===== config.mk =====
export PLATFORM = sky130hd
export DESIGN_NAME = spi_xfer_ctrl
export DESIGN_NICKNAME = d
export VERILOG_FILES = /design/src/rtl/spi_pkg.sv /design/src/rtl/spi_clk_div.sv /design/src/rtl/spi_xfer_ctrl.sv
export SDC_FILE = /design/constraint.sdc
export NUM_CORES = 1
export LEC_CHECK = 0
export BUFFER_PORTS_ARGS = -buffer_cell sky130_fd_sc_hd__buf_4
export CAP_MARGIN = 10
export CORE_ASPECT_RATIO = 1.5
export CORE_MARGIN = 3
export CORE_UTILIZATION = 39
export DETAILED_ROUTE_END_ITERATION = 8
export GPL_TIMING_DRIVEN = 0
export PLACE_DENSITY_LB_ADDON = 0.15
export SLEW_MARGIN = 20
export SYNTH_ARGS = -nofsm -noshare
export SYNTH_HDL_FRONTEND = slang
export SYNTH_SLANG_ARGS = --single-unit

===== constraint.sdc =====
create_clock -name clk -period 8.95 [get_ports clk]
set_clock_uncertainty 0.15 [all_clocks]
set_input_delay 2.2375 -clock clk [delete_from_list [all_inputs] [get_ports clk]]
set_output_delay 2.2375 -clock clk [all_outputs]
set_load 0.005 [all_outputs]

===== src/rtl/spi_pkg.sv =====
// Shared constants for the SPI transfer controller: FSM encodings, default geometry, device map, LTC2668 commands.
// Latency: n/a (declarations only).
// Backpressure: n/a.
package spi_pkg;

    // Default transfer geometry: the 24-bit word matches the LTC2668 command/address/data frame
    localparam int SPI_WORD_BITS = 24;
    localparam int SPI_CLK_DIV   = 4;
    localparam int SPI_CS_SETUP  = 4;

    // Controller states, kept as plain constants so older tools see a simple 3-bit register
    typedef logic [2:0] spi_state_t;
    localparam spi_state_t ST_IDLE  = 3'd0;
    localparam spi_state_t ST_SETUP = 3'd1;
    localparam spi_state_t ST_SHIFT = 3'd2;
    localparam spi_state_t ST_HOLD  = 3'd3;
    localparam spi_state_t ST_GAP   = 3'd4;

    // Demux output index of each converter
    localparam logic [1:0] DEV_DAC    = 2'd0;
    localparam logic [1:0] DEV_ADC    = 2'd1;
    localparam logic [1:0] DEV_SPARE2 = 2'd2;
    localparam logic [1:0] DEV_SPARE3 = 2'd3;

    // LTC2668 command nibbles (upper nibble of the 24-bit frame)
    localparam logic [3:0] LTC2668_WRITE_N         = 4'h0;
    localparam logic [3:0] LTC2668_UPDATE_N        = 4'h1;
    localparam logic [3:0] LTC2668_WRITE_N_UPD_ALL = 4'h2;
    localparam logic [3:0] LTC2668_WRITE_UPD_N     = 4'h3;
    localparam logic [3:0] LTC2668_POWER_DOWN_N    = 4'h4;
    localparam logic [3:0] LTC2668_POWER_DOWN_CHIP = 4'h5;
    localparam logic [3:0] LTC2668_WRITE_SPAN_N    = 4'h6;
    localparam logic [3:0] LTC2668_CONFIG          = 4'h7;
    localparam logic [3:0] LTC2668_WRITE_ALL       = 4'h8;
    localparam logic [3:0] LTC2668_UPDATE_ALL      = 4'h9;
    localparam logic [3:0] LTC2668_WRITE_UPD_ALL   = 4'hA;
    localparam logic [3:0] LTC2668_MUX             = 4'hB;
    localparam logic [3:0] LTC2668_NOP             = 4'hF;

    // Build a DAC frame from command, channel address and 16-bit code
    function automatic logic [23:0] ltc2668_frame(input logic [3:0] cmd,
                                                  input logic [3:0] addr,
                                                  input logic [15:0] code);
        return {cmd, addr, code};
    endfunction

endpackage


===== src/rtl/spi_clk_div.sv =====
// SCLK half-period tick generator: one tick every CLK_DIV enabled cycles, alternating rise/fall.
// Latency: first rise_tick CLK_DIV cycles after en goes high; ticks are combinational from internal registers.
// Backpressure: none; en low clears the phase so every enable window starts on a low half-period.
module spi_clk_div #(
    parameter int CLK_DIV = 4
) (
    input  logic clk,
    input  logic rst,
    input  logic en,
    output logic rise_tick,
    output logic fall_tick
);

    localparam int DW = $clog2(CLK_DIV + 1);

    logic [DW-1:0] div_cnt;
    logic          phase_hi;
    logic          at_end;

    assign at_end    = (div_cnt == DW'(CLK_DIV - 1));
    assign rise_tick = en & at_end & ~phase_hi;
    assign fall_tick = en & at_end &  phase_hi;

    // Count out each half-period and flip the phase at its end; idle at phase low
    always_ff @(posedge clk or posedge rst) begin
        if (rst) begin
            div_cnt  <= '0;
            phase_hi <= 1'b0;
        end else if (!en) begin
            div_cnt  <= '0;
            phase_hi <= 1'b0;
        end else if (at_end) begin
            div_cnt  <= '0;
            phase_hi <= ~phase_hi;
        end else begin
            div_cnt  <= div_cnt + DW'(1);
        end
    end

endmodule


===== src/rtl/spi_xfer_ctrl.sv =====
// Single-word mode-0 SPI master with registered chip-select and demux select; optional loopback via SPI_XFER_LOOPBACK_EN.
// Latency: done pulses 3*CS_SETUP + 2*CLK_DIV*WORD_BITS cycles after the accepting edge.
// Backpressure: start is honoured only in IDLE; requests while busy are dropped, not queued.
module spi_xfer_ctrl
    import spi_pkg::*;
#(
    parameter int WORD_BITS = SPI_WORD_BITS,
    parameter int CLK_DIV   = SPI_CLK_DIV,
    parameter int CS_SETUP  = SPI_CS_SETUP
) (
    input  logic                 clk,
    input  logic                 rst,
    input  logic                 start,
    input  logic [1:0]           dev_sel,
    input  logic [WORD_BITS-1:0] tx_word,
    input  logic                 miso,
`ifdef SPI_XFER_LOOPBACK_EN
    input  logic                 loopback,
`endif
    output logic                 busy,
    output logic                 done,
    output logic [WORD_BITS-1:0] rx_word,
    output logic                 sclk,
    output logic                 mosi,
    output logic                 cs,
    output logic [1:0]           sel_out
);

    localparam int CW = $clog2(CS_SETUP + 1);
    localparam int BW = $clog2(WORD_BITS + 1);

    spi_state_t           state;
    logic [CW-1:0]        cnt;
    logic [BW-1:0]        bit_cnt;
    // Holds only the bits not yet presented on mosi
    logic [WORD_BITS-2:0] tx_sr;
    logic [WORD_BITS-1:0] rx_sr;
    logic                 rx_bit;
    logic                 cnt_end;
    logic                 rise_tick;
    logic                 fall_tick;

    assign cnt_end = (cnt == CW'(CS_SETUP - 1));

`ifdef SPI_XFER_LOOPBACK_EN
    logic lb_q;
    assign rx_bit = lb_q ? mosi : miso;
`else
    assign rx_bit = miso;
`endif

    spi_clk_div #(.CLK_DIV(CLK_DIV)) u_clk_div (
        .clk       (clk),
        .rst       (rst),
        .en        (state == ST_SHIFT),
        .rise_tick (rise_tick),
        .fall_tick (fall_tick)
    );

`ifdef SPI_XFER_LOOPBACK_EN
    // Loopback choice is frozen at acceptance so a mid-transfer toggle cannot corrupt the word
    always_ff @(posedge clk or posedge rst) begin
        if (rst)
            lb_q <= 1'b0;
        else if (state == ST_IDLE && start)
            lb_q <= loopback;
    end
`endif

    // Transfer sequencer; every pin is a register updated here
    always_ff @(posedge clk or posedge rst) begin
        if (rst) begin
            state   <= ST_IDLE;
            cnt     <= '0;
            bit_cnt <= '0;
            tx_sr   <= '0;
            rx_sr   <= '0;
            rx_word <= '0;
            busy    <= 1'b0;
            done    <= 1'b0;
            sclk    <= 1'b0;
            mosi    <= 1'b0;
            cs      <= 1'b0;
            sel_out <= 2'd0;
        end else begin
            done <= 1'b0;
            case (state)
                ST_IDLE: begin
                    if (start) begin
                        tx_sr   <= tx_word[WORD_BITS-2:0];
                        mosi    <= tx_word[WORD_BITS-1];
                        sel_out <= dev_sel;
                        rx_sr   <= '0;
                        cnt     <= '0;
                        bit_cnt <= '0;
                        cs      <= 1'b1;
                        busy    <= 1'b1;
                        state   <= ST_SETUP;
                    end
                end
                ST_SETUP: begin
                    if (cnt_end) begin
                        cnt   <= '0;
                        state <= ST_SHIFT;
                    end else begin
                        cnt   <= cnt + CW'(1);
                    end
                end
                ST_SHIFT: begin
                    if (rise_tick) begin
                        sclk  <= 1'b1;
                        rx_sr <= {rx_sr[WORD_BITS-2:0], rx_bit};
                    end else if (fall_tick) begin
                        sclk <= 1'b0;
                        if (bit_cnt == BW'(WORD_BITS - 1)) begin
                            mosi    <= 1'b0;
                            bit_cnt <= '0;
                            state   <= ST_HOLD;
                        end else begin
                            mosi    <= tx_sr[WORD_BITS-2];
                            tx_sr   <= {tx_sr[WORD_BITS-3:0], 1'b0};
                            bit_cnt <= bit_cnt + BW'(1);
                        end
                    end
                end
                ST_HOLD: begin
                    if (cnt_end) begin
                        cnt   <= '0;
                        cs    <= 1'b0;
                        state <= ST_GAP;
                    end else begin
                        cnt   <= cnt + CW'(1);
                    end
                end
                ST_GAP: begin
                    // sel_out stays put here so the demux sees cs low before any select change
                    if (cnt_end) begin
                        cnt     <= '0;
                        rx_word <= rx_sr;
                        done    <= 1'b1;
                        busy    <= 1'b0;
                        state   <= ST_IDLE;
                    end else begin
                        cnt     <= cnt + CW'(1);
                    end
                end
                default: state <= ST_IDLE;
            endcase
        end
    end

endmodule


---- Word-level counts from Yosys, hierarchy flattened ----
Cells that the tools add are included.
storage, ports and cells
  bits in registers ....................... 93
  input bits .............................. 30
  word-level logic and storage cells ...... 96
  output and inout port bits .............. 31
operators by class
  eq/ne operators ......................... 17
  reduce and logical (&&, ||, !) cells .... 17
  $add $sub $neg .......................... 3
  bitwise gates (word level) .............. 4
  multiplexer cells ....................... 41
operators by type and width
  operator               number
  $mux W23               4
  $mux W24               2
  $pmux W24 S2           1
  $pmux W23 S2           1
  $mux W3                11
  $mux W5                4
  $ne A2 B2 Y1 const B   10
  $pmux W3 S5            1
  $eq A3 B2 Y1 const B   4
  $mux W1                12
  $pmux W5 S2            1
  $reduce_bool A2 Y1     5
  $reduce_and A3 Y1      3
  $reduce_and A2 Y1      4
  $reduce_and A7 Y1      1
  $add A3 B1 Y3 const B  2
  $pmux W1 S2            3
  $pmux W3 S2            1
  $add A5 B1 Y5 const B  1
  $eq A5 B5 Y1 const B   1
  $reduce_and A5 Y1      1
  $reduce_and A4 Y1      1
  $and A1 B1 Y1          3
  $eq A3 B1 Y1 const B   1
  4 further kinds        4

---- Logic depth before layout (Yosys ltp) ----
Gate-level depths: netlist of run 1.
  depth in word-level cells ............... 6
  mapped depth ............................ 8
  depth with buffers taken out ............ 5

---- Hierarchy ----
From an unflattened synthesis of run 1, not the netlist that was laid out.
unflattened totals
  cell total of the unflattened synthesis .. 394
  area total of the unflattened synthesis .. 4056.4 µm²
modules (own cells, without submodules)
  module         instances  area each (µm²)  cells an instance
  spi_xfer_ctrl  1          3873.7           378
  spi_clk_div    1          182.7            16

---- Worst setup path before layout of run 1 ----
OpenSTA, ideal clock, no wires.
  path kind ............................... input to register
  from .................................... input start
  to ...................................... register tx_sr[10]
  path slack .............................. 5.578 ns
  arrival time ............................ 3.096 ns
  library setup time ...................... 0.126 ns
  stages .................................. 6
  buffers on the path ..................... 2
  path through ............................ nor2b_1 > o21bai_1 > and2_1 > buf_2 > buf_2 > a21oi_1
on the way
  word-level cells in the longest chain between the ends .. 2
RTL lines
  item                         line                  text
  from (decl)                  spi_xfer_ctrl.sv:13   input logic start,
  $ne A2 B2 Y1 (no line)       n/a
  $reduce_and A5 Y1 (no line)  n/a
  to (signal assigned)         spi_xfer_ctrl.sv:90   tx_sr <= tx_word[WORD_BITS-2:0];
  to (signal assigned)         spi_xfer_ctrl.sv:121  tx_sr <= {tx_sr[WORD_BITS-3:0], 1'b0};
  to (decl)                    spi_xfer_ctrl.sv:36   logic [WORD_BITS-2:0] tx_sr;
No other way between the ends.
A chain may end at the register's enable or synchronous reset.

---- Final worst setup path of run 1 ----
  from .................................... input start
  to ...................................... register rx_sr[11]
on the way
  word-level cells in the longest chain between the ends .. 2
RTL lines
  item                         line                  text
  $ne A2 B2 Y1 (no line)       n/a
  $reduce_and A3 Y1 (no line)  n/a
  to (signal assigned)         spi_xfer_ctrl.sv:112  rx_sr <= {rx_sr[WORD_BITS-2:0], rx_bit};
  to (decl)                    spi_xfer_ctrl.sv:37   logic [WORD_BITS-1:0] rx_sr;
No other way between the ends.

==> impl_results.md, run 1 <==
- EDFF count, synth: 0
- # clock sinks: 93
- Grt total ovfl: 0
- Fillers: 926
- Post-DP HPWL: 5.75 mm
- Worst-skew pair later-pin latency: 0.34 ns
- CTS Root Cell: clkbuf_16
- Yosys cell types: 36
- Sum Neg Setup Slack: 0 ns
- Placement Rows: 44
- Setup Buffers After CTS: 0
- Die width: 89.1 um
- Core area: 9910 um^2
- Final setup vio count: 0
- Reg clk slew, reported paths: 0.06 ns
- Initial antenna violation count: 0
- F_max: 297 MHz
- VDD IR max: 0.000119 V
- # diodes: 0
- Seq/Total Area, Yosys: 57.6%
- Die H: 131 um
- Critical Path RT: 9.05 ns
- CTS max path bufs: 2
- Vias per cell: 5.26
- RSZ-0062 raised after global routing: false
- Number of max-cap violations: 0
- HP Class: reg -> reg
- Num CTS Buffers: 9
- P_leak: 2.38 nW
- Crit Path Category: in -> reg
- Placed inst area: 4670 um^2
- Fin crit share: 37.6%
- Die area: 11600 um^2
- Finished Cell Area: 4990 um^2
- Slew Limit Fails: 0
- Slew headroom: 52.5%
- Routed wire length per instance: 15.1 um
- Number of global-route vias before repair: 3042
- PortBufs: 60
- Mapped Avg Cell Area: 11.0 um^2
- Post-CTS resize count: 0
- Post-route antenna net violation count: 0
- Placer Congestion: 0.754
- Post-route minimum period: 3.36 ns
- Final Net Count: 474
- Total power divided by cell area: 265 nW/um^2
- H-tree Lvls: 3
- Worst Path Arrival: 3.46 ns
- Worst-margin pin slew: 0.712 ns
- Pre-antenna DRT Iters: 4
- Starting density of the core: 40.8%
- First-pass GRT wire length: 14.2 mm
- I/O Pins: 61
- CTS tree: done
- Status: finished, final reports clean
- Synthesized cell area: 4040 um^2
- Total Wirelength: 8.46 mm
- Total track usage: 15.5%
- Main flop type after synthesis: dfrtp_1
- Synth async-reset ratio: 100%
- Yosys reg bits: 93
- Commonest cells after routing, fill and taps aside: dfrtp_1 (93), buf_4 (60), a21oi_1 (49)
- Commonest non-fill, non-tap cell in the layout: dfrtp_1
- Routed vias: 2950
- Drt first-iter violations: 117
- Startpoint types: primary input
- YS warnings: 0
- Hold buffers post-CTS: 0
- Worst Path Max Fanout: 10
- Critical Path Sink Type: flop
- Syn_nets: 402
- Pin count of the biggest net entering global routing: 78
- Final Hold Viols: 0
- Drt drc: 0
- Syn Inst Count: 369
- Share of layout cells above drive strength 1: 27.8%
- Area grow syn2layout: 23.6%
## state kept, by name, indices dropped and copies added, names as in the netlist, 2 cells and up
register           cells
rx_sr                 24
rx_word               24
tx_sr                 23
bit_cnt                5
cnt                    3
state                  3
u_clk_div.div_cnt      3
sel_out                2
## logic make-up (layout without fill, tap and decap cells)
kind of cell	count (synthesis)	count (layout)	share of synthesized area [%]
compound gates	95	95	12.2
xor+xnor	2	2	0.434
fa+ha+maj	3	3	0.929
buf+inv	30	107	3.78
flops	93	93	57.6
mux	49	49	13.0
simple gates	97	97	12.1
## final cells by class
| class | count | area, um^2 | share of cell area [%] |
|---|---|---|---|
| Clock buffer | 12 | 256 | 5.14 |
| Sequential cell | 93 | 2330 | 46.6 |
| Clock inverter | 4 | 70.1 | 1.40 |
| Multi-Input combinational cell | 246 | 1560 | 31.3 |
| Tap cell | 115 | 144 | 2.88 |
| Buffer | 26 | 138 | 2.76 |
| Inverter | 4 | 20.0 | 0.401 |
| Timing Repair Buffer | 61 | 478 | 9.57 |
## synth_stat cells (all sizes together) (3+ instances only)
master | n | area (um^2)
dfrtp | 93 | 2330
nand2 | 34 | 128
nor2 | 10 | 37.5
mux2 | 27 | 304
nor2b | 5 | 31.3
mux2i | 22 | 220
o21ai | 40 | 200
inv | 4 | 15.0
ha | 3 | 37.5
clkbuf | 9 | 36.3
nand2b | 6 | 37.5
buf | 17 | 101
a21oi | 49 | 245
nand3 | 29 | 150
## per-layer routing
layer / vias to the layer above / track usage (%) / part of all wire (%)
li1: 1435 / - / -
met1: 1426 / 19.3 / 43
met2: 76 / 25.4 / 50
met3: 13 / 4.27 / 5.0
met4: 0 / 5.87 / 1.8
met5: - / 0 / 0
## metrics by stage
step	power, mW	std cells	util (%)	setup slack (ns)	hold slack [ns]
finish	1.32	561	50.4	5.59	0.308
global placement	0.914	544	46.8	2.95	0.279
floorplan	0.816	369	-	4.14	0.269
detailed placement	0.924	545	47.1	5.23	0.294
CTS	1.34	561	50.4	5.58	0.302
global route	1.41	561	50.4	5.35	0.326
## worst paths after layout
| path | start | end | slack (ns) | cells past startpoint |
|---|---|---|---|---|
| worst max-delay path | start | rx_sr[11] | 5.59 | 7 |
| worst min-delay path | u_clk_div.div_cnt[0] | u_clk_div.div_cnt[0] | 0.31 | 1 |
| worst max register to register | state[2] | rx_sr[14] | 6.80 | 6 |
| worst min register to register | u_clk_div.div_cnt[0] | u_clk_div.div_cnt[0] | 0.31 | 1 |
| max in group asynchronous | rst | rx_sr[23] | 6.36 | 3 |
| min in group asynchronous | rst | tx_sr[18] | 1.67 | 2 |
## power breakdown
group / total, mW / internal (mW) / switching, mW / leakage [nW]
sequential: 0.555 / 0.507 / 0.0482 / 1.21
clock: 0.412 / 0.259 / 0.153 / 0.163
combinational: 0.358 / 0.155 / 0.203 / 1.02
## worst max-delay path, stage by stage
cell and delay (ns):
buf_4 0.13, nand2b_1 0.11, or3_1 0.11, buf_2 0.20, clkbuf_1 0.40, nand2_1 0.09, o21ai_0 0.17
Note: power is estimated with default switching activity, not from simulation.
==> inputs of run 2 (changes only) <==
==> constraint.sdc (replaced) <==
create_clock -name clk -period 3.4 [get_ports clk]
set_clock_uncertainty 0.15 [all_clocks]
set_input_delay 0.85 -clock clk [delete_from_list [all_inputs] [get_ports clk]]
set_output_delay 0.85 -clock clk [all_outputs]
set_load 0.005 [all_outputs]
==> impl_results.md, run 2 (same netlist as run 1, synthesis figures left out) <==
- Grt total ovfl: 0 (unchanged)
- First-pass GRT wire length: 14.4 mm (was 14.2 mm)
- Storage cell area: 2330 um^2 (unchanged)
- Clock power share: 32.4% (was 31.1%)
- Fillers: 919 (was 926)
- Reg clk slew, reported paths: 0.07 ns (was 0.06 ns)
- Pre-antenna DRT Iters: 4 (unchanged)
- Status: finished, final reports clean (unchanged)
- Num CTS Buffers: 9 (unchanged)
- CP Launch Point: bit_cnt[0] (was start)
- Slew Limit Fails: 0 (unchanged)
- Placed inst area: 4710 um^2 (was 4670 um^2)
- Routed vias: 2963 (was 2950)
- VDD IR max: 0.000362 V (was 0.000119 V)
- Final setup margin: 1.21 ns (was 5.59 ns)
- I/O Pins: 61 (unchanged)
- Final setup vio count: 0 (unchanged)
- Crit Path Category: reg -> reg (was in -> reg)
- Die width: 89.1 um (unchanged)
- Slew headroom: 51.6% (was 52.5%)
- Met2 wire len: 4.40 mm (was 4.21 mm)
- Core area: 9910 um^2 (unchanged)
- F_max: 457 MHz
- Post-route minimum period: 2.19 ns
- Hold EP: u_clk_div.div_cnt[0] (unchanged)
- Worst Hold Slack: 0.305 ns (was 0.308 ns)
- Final Hold Viols: 0 (unchanged)
- Metal3 WL: 362 um (was 422 um)
- Initial antenna violation count: 0 (unchanged)
- Drt drc: 0 (unchanged)
- Final Net Count: 476 (was 474)
- Max layer used: met4 (unchanged)
- CTS tree: done (unchanged)
- Dpl ws: 1.03 ns (was 5.23 ns)
- Seq pwr share: 40.8% (was 41.9%)
- H-tree Lvls: 3 (unchanged)
- Area grow syn2layout: 25.1% (was 23.6%)
- Number of max-cap violations: 0 (unchanged)
- Worst-margin pin slew: 0.726 ns (was 0.712 ns)
- Routed wire length per instance: 15.3 um (was 15.1 um)
- Finished Cell Area: 5060 um^2 (was 4990 um^2)
- Placer Congestion: 0.769 (was 0.754)
- Gate power share: 26.7% (was 27.0%)
- Total power divided by cell area: 707 nW/um^2 (was 265 nW/um^2)
- Placement Rows: 44 (unchanged)
- Critical R2R Capture: tx_sr[1] (was rx_sr[14])
- Worst reg2reg startpoint: bit_cnt[0] (was state[2])
- R2R Setup Slk: 1.21 ns (was 6.80 ns)
- RSZ-0062 raised after global routing: false (unchanged)
- Power Internal: 2.48 mW (was 0.921 mW)
- # diodes: 0 (unchanged)
- Routed met1 length: 3.76 mm (was 3.67 mm)
- Startpoint types: flop (was primary input)
- Sum Neg Setup Slack: 0 ns (unchanged)
- Pin count of the biggest net entering global routing: 30 (was 78)
- P_leak: 2.40 nW (was 2.38 nW)
- Commonest non-fill, non-tap cell in the layout: dfrtp_1 (unchanged)
- Total track usage: 15.8% (was 15.5%)
- Post-DP HPWL: 6.11 mm (was 5.75 mm)
- # clock sinks: 93 (unchanged)
- Fin crit share: 64.4%
- Area taken by multi-input logic gates: 1560 um^2 (unchanged)
- Worst Path Arrival: 2.30 ns (was 3.46 ns)
- Worst Reg-to-Reg Cells: 6 (unchanged)
- HP Class: reg -> reg (unchanged)
- Vias per cell: 5.26 (about the same)
- CTS max path bufs: 2 (unchanged)
- Worst Path Max Fanout: 10 (unchanged)
- Top Registers: rx_sr (24), rx_word (24), tx_sr (23) (unchanged)
- Critical Path Sink Type: flop (unchanged)
- Share of layout cells above drive strength 1: 28.3% (was 27.8%)
- Net Sw Power: 1.09 mW (was 0.404 mW)
- Starting density of the core: 40.8% (unchanged)
- PortBufs: 60 (unchanged)
- Total Wirelength: 8.63 mm (was 8.46 mm)
- Post-CTS resize count: 0 (unchanged)
- Post-route antenna net violation count: 0 (unchanged)
- Switching fraction of total power: 30.5% (about the same)
- Number of global-route vias before repair: 3030 (was 3042)
- Setup Buffers After CTS: 0 (unchanged)
- Die H: 131 um (unchanged)
- Hold path depth: 1 (unchanged)
- Die area: 11600 um^2 (unchanged)
- Worst-skew pair later-pin latency: 0.34 ns (about the same)
- Critical Path RT: 3.51 ns (was 9.05 ns)
- Hold_sp: u_clk_div.div_cnt[0] (unchanged)
- Commonest cells after routing, fill and taps aside: dfrtp_1 (93), buf_4 (60), a21oi_1 (49) (unchanged)
- Hold buffers post-CTS: 0 (unchanged)
- Drt first-iter violations: 137 (was 117)
- Pwr Total: 3.57 mW (was 1.32 mW)
- CTS Root Cell: clkbuf_16 (unchanged)
run 2: power by group through the flow:
stage               sequential [mW]  clock [mW]  combinational, mW
CTS                            1.46        1.19              0.968
detailed placement             1.48           0              0.965
finish                         1.46        1.16              0.955
global placement               1.47           0              0.934
global route                   1.49        1.23               1.08
floorplan                      1.45           0              0.694
run 2: metrics by stage:
stage	util (%)	instances
floorplan	-	369
global placement	46.8	544
detailed placement	47.5	547
CTS	51.0	563
global route	51.0	563
finish	51.0	563
run 2: routing by layer:
layer	track usage, %	up-vias
met5	0	-
met3	3.95	7
met2	26.5	61
met1	19.8	1453
li1	-	1442
met4	5.00	0
run 2: how the worst max path moves through the flow:
stage	to	slack, ns	cells after the start
final	tx_sr[1]	1.21	6
after floorplan	bit_cnt[0]	1.31	1
after global placement	tx_sr[14]	0.61	2
after global routing	tx_sr[1]	1.08	6
after CTS	tx_sr[12]	1.20	7
after detailed placement	tx_sr[12]	1.03	7
run 2: critical path: stages (launching register included):
cell      delay (ns)
dfrtp_1         0.40
ha_1            0.26
and4b_1         0.25
o21bai_1        0.35
clkbuf_1        0.42
a21oi_1         0.13
a21oi_1         0.15
run 2: cell type report:
cell class / count / share of cell area, %
Sequential cell: 93 / 46.0
Buffer: 26 / 2.72
Multi-Input combinational cell: 246 / 30.9
Inverter: 4 / 0.371
Clock buffer: 10 / 4.73
Tap cell: 115 / 2.85
Clock inverter: 6 / 2.18
Timing Repair Buffer: 63 / 10.2
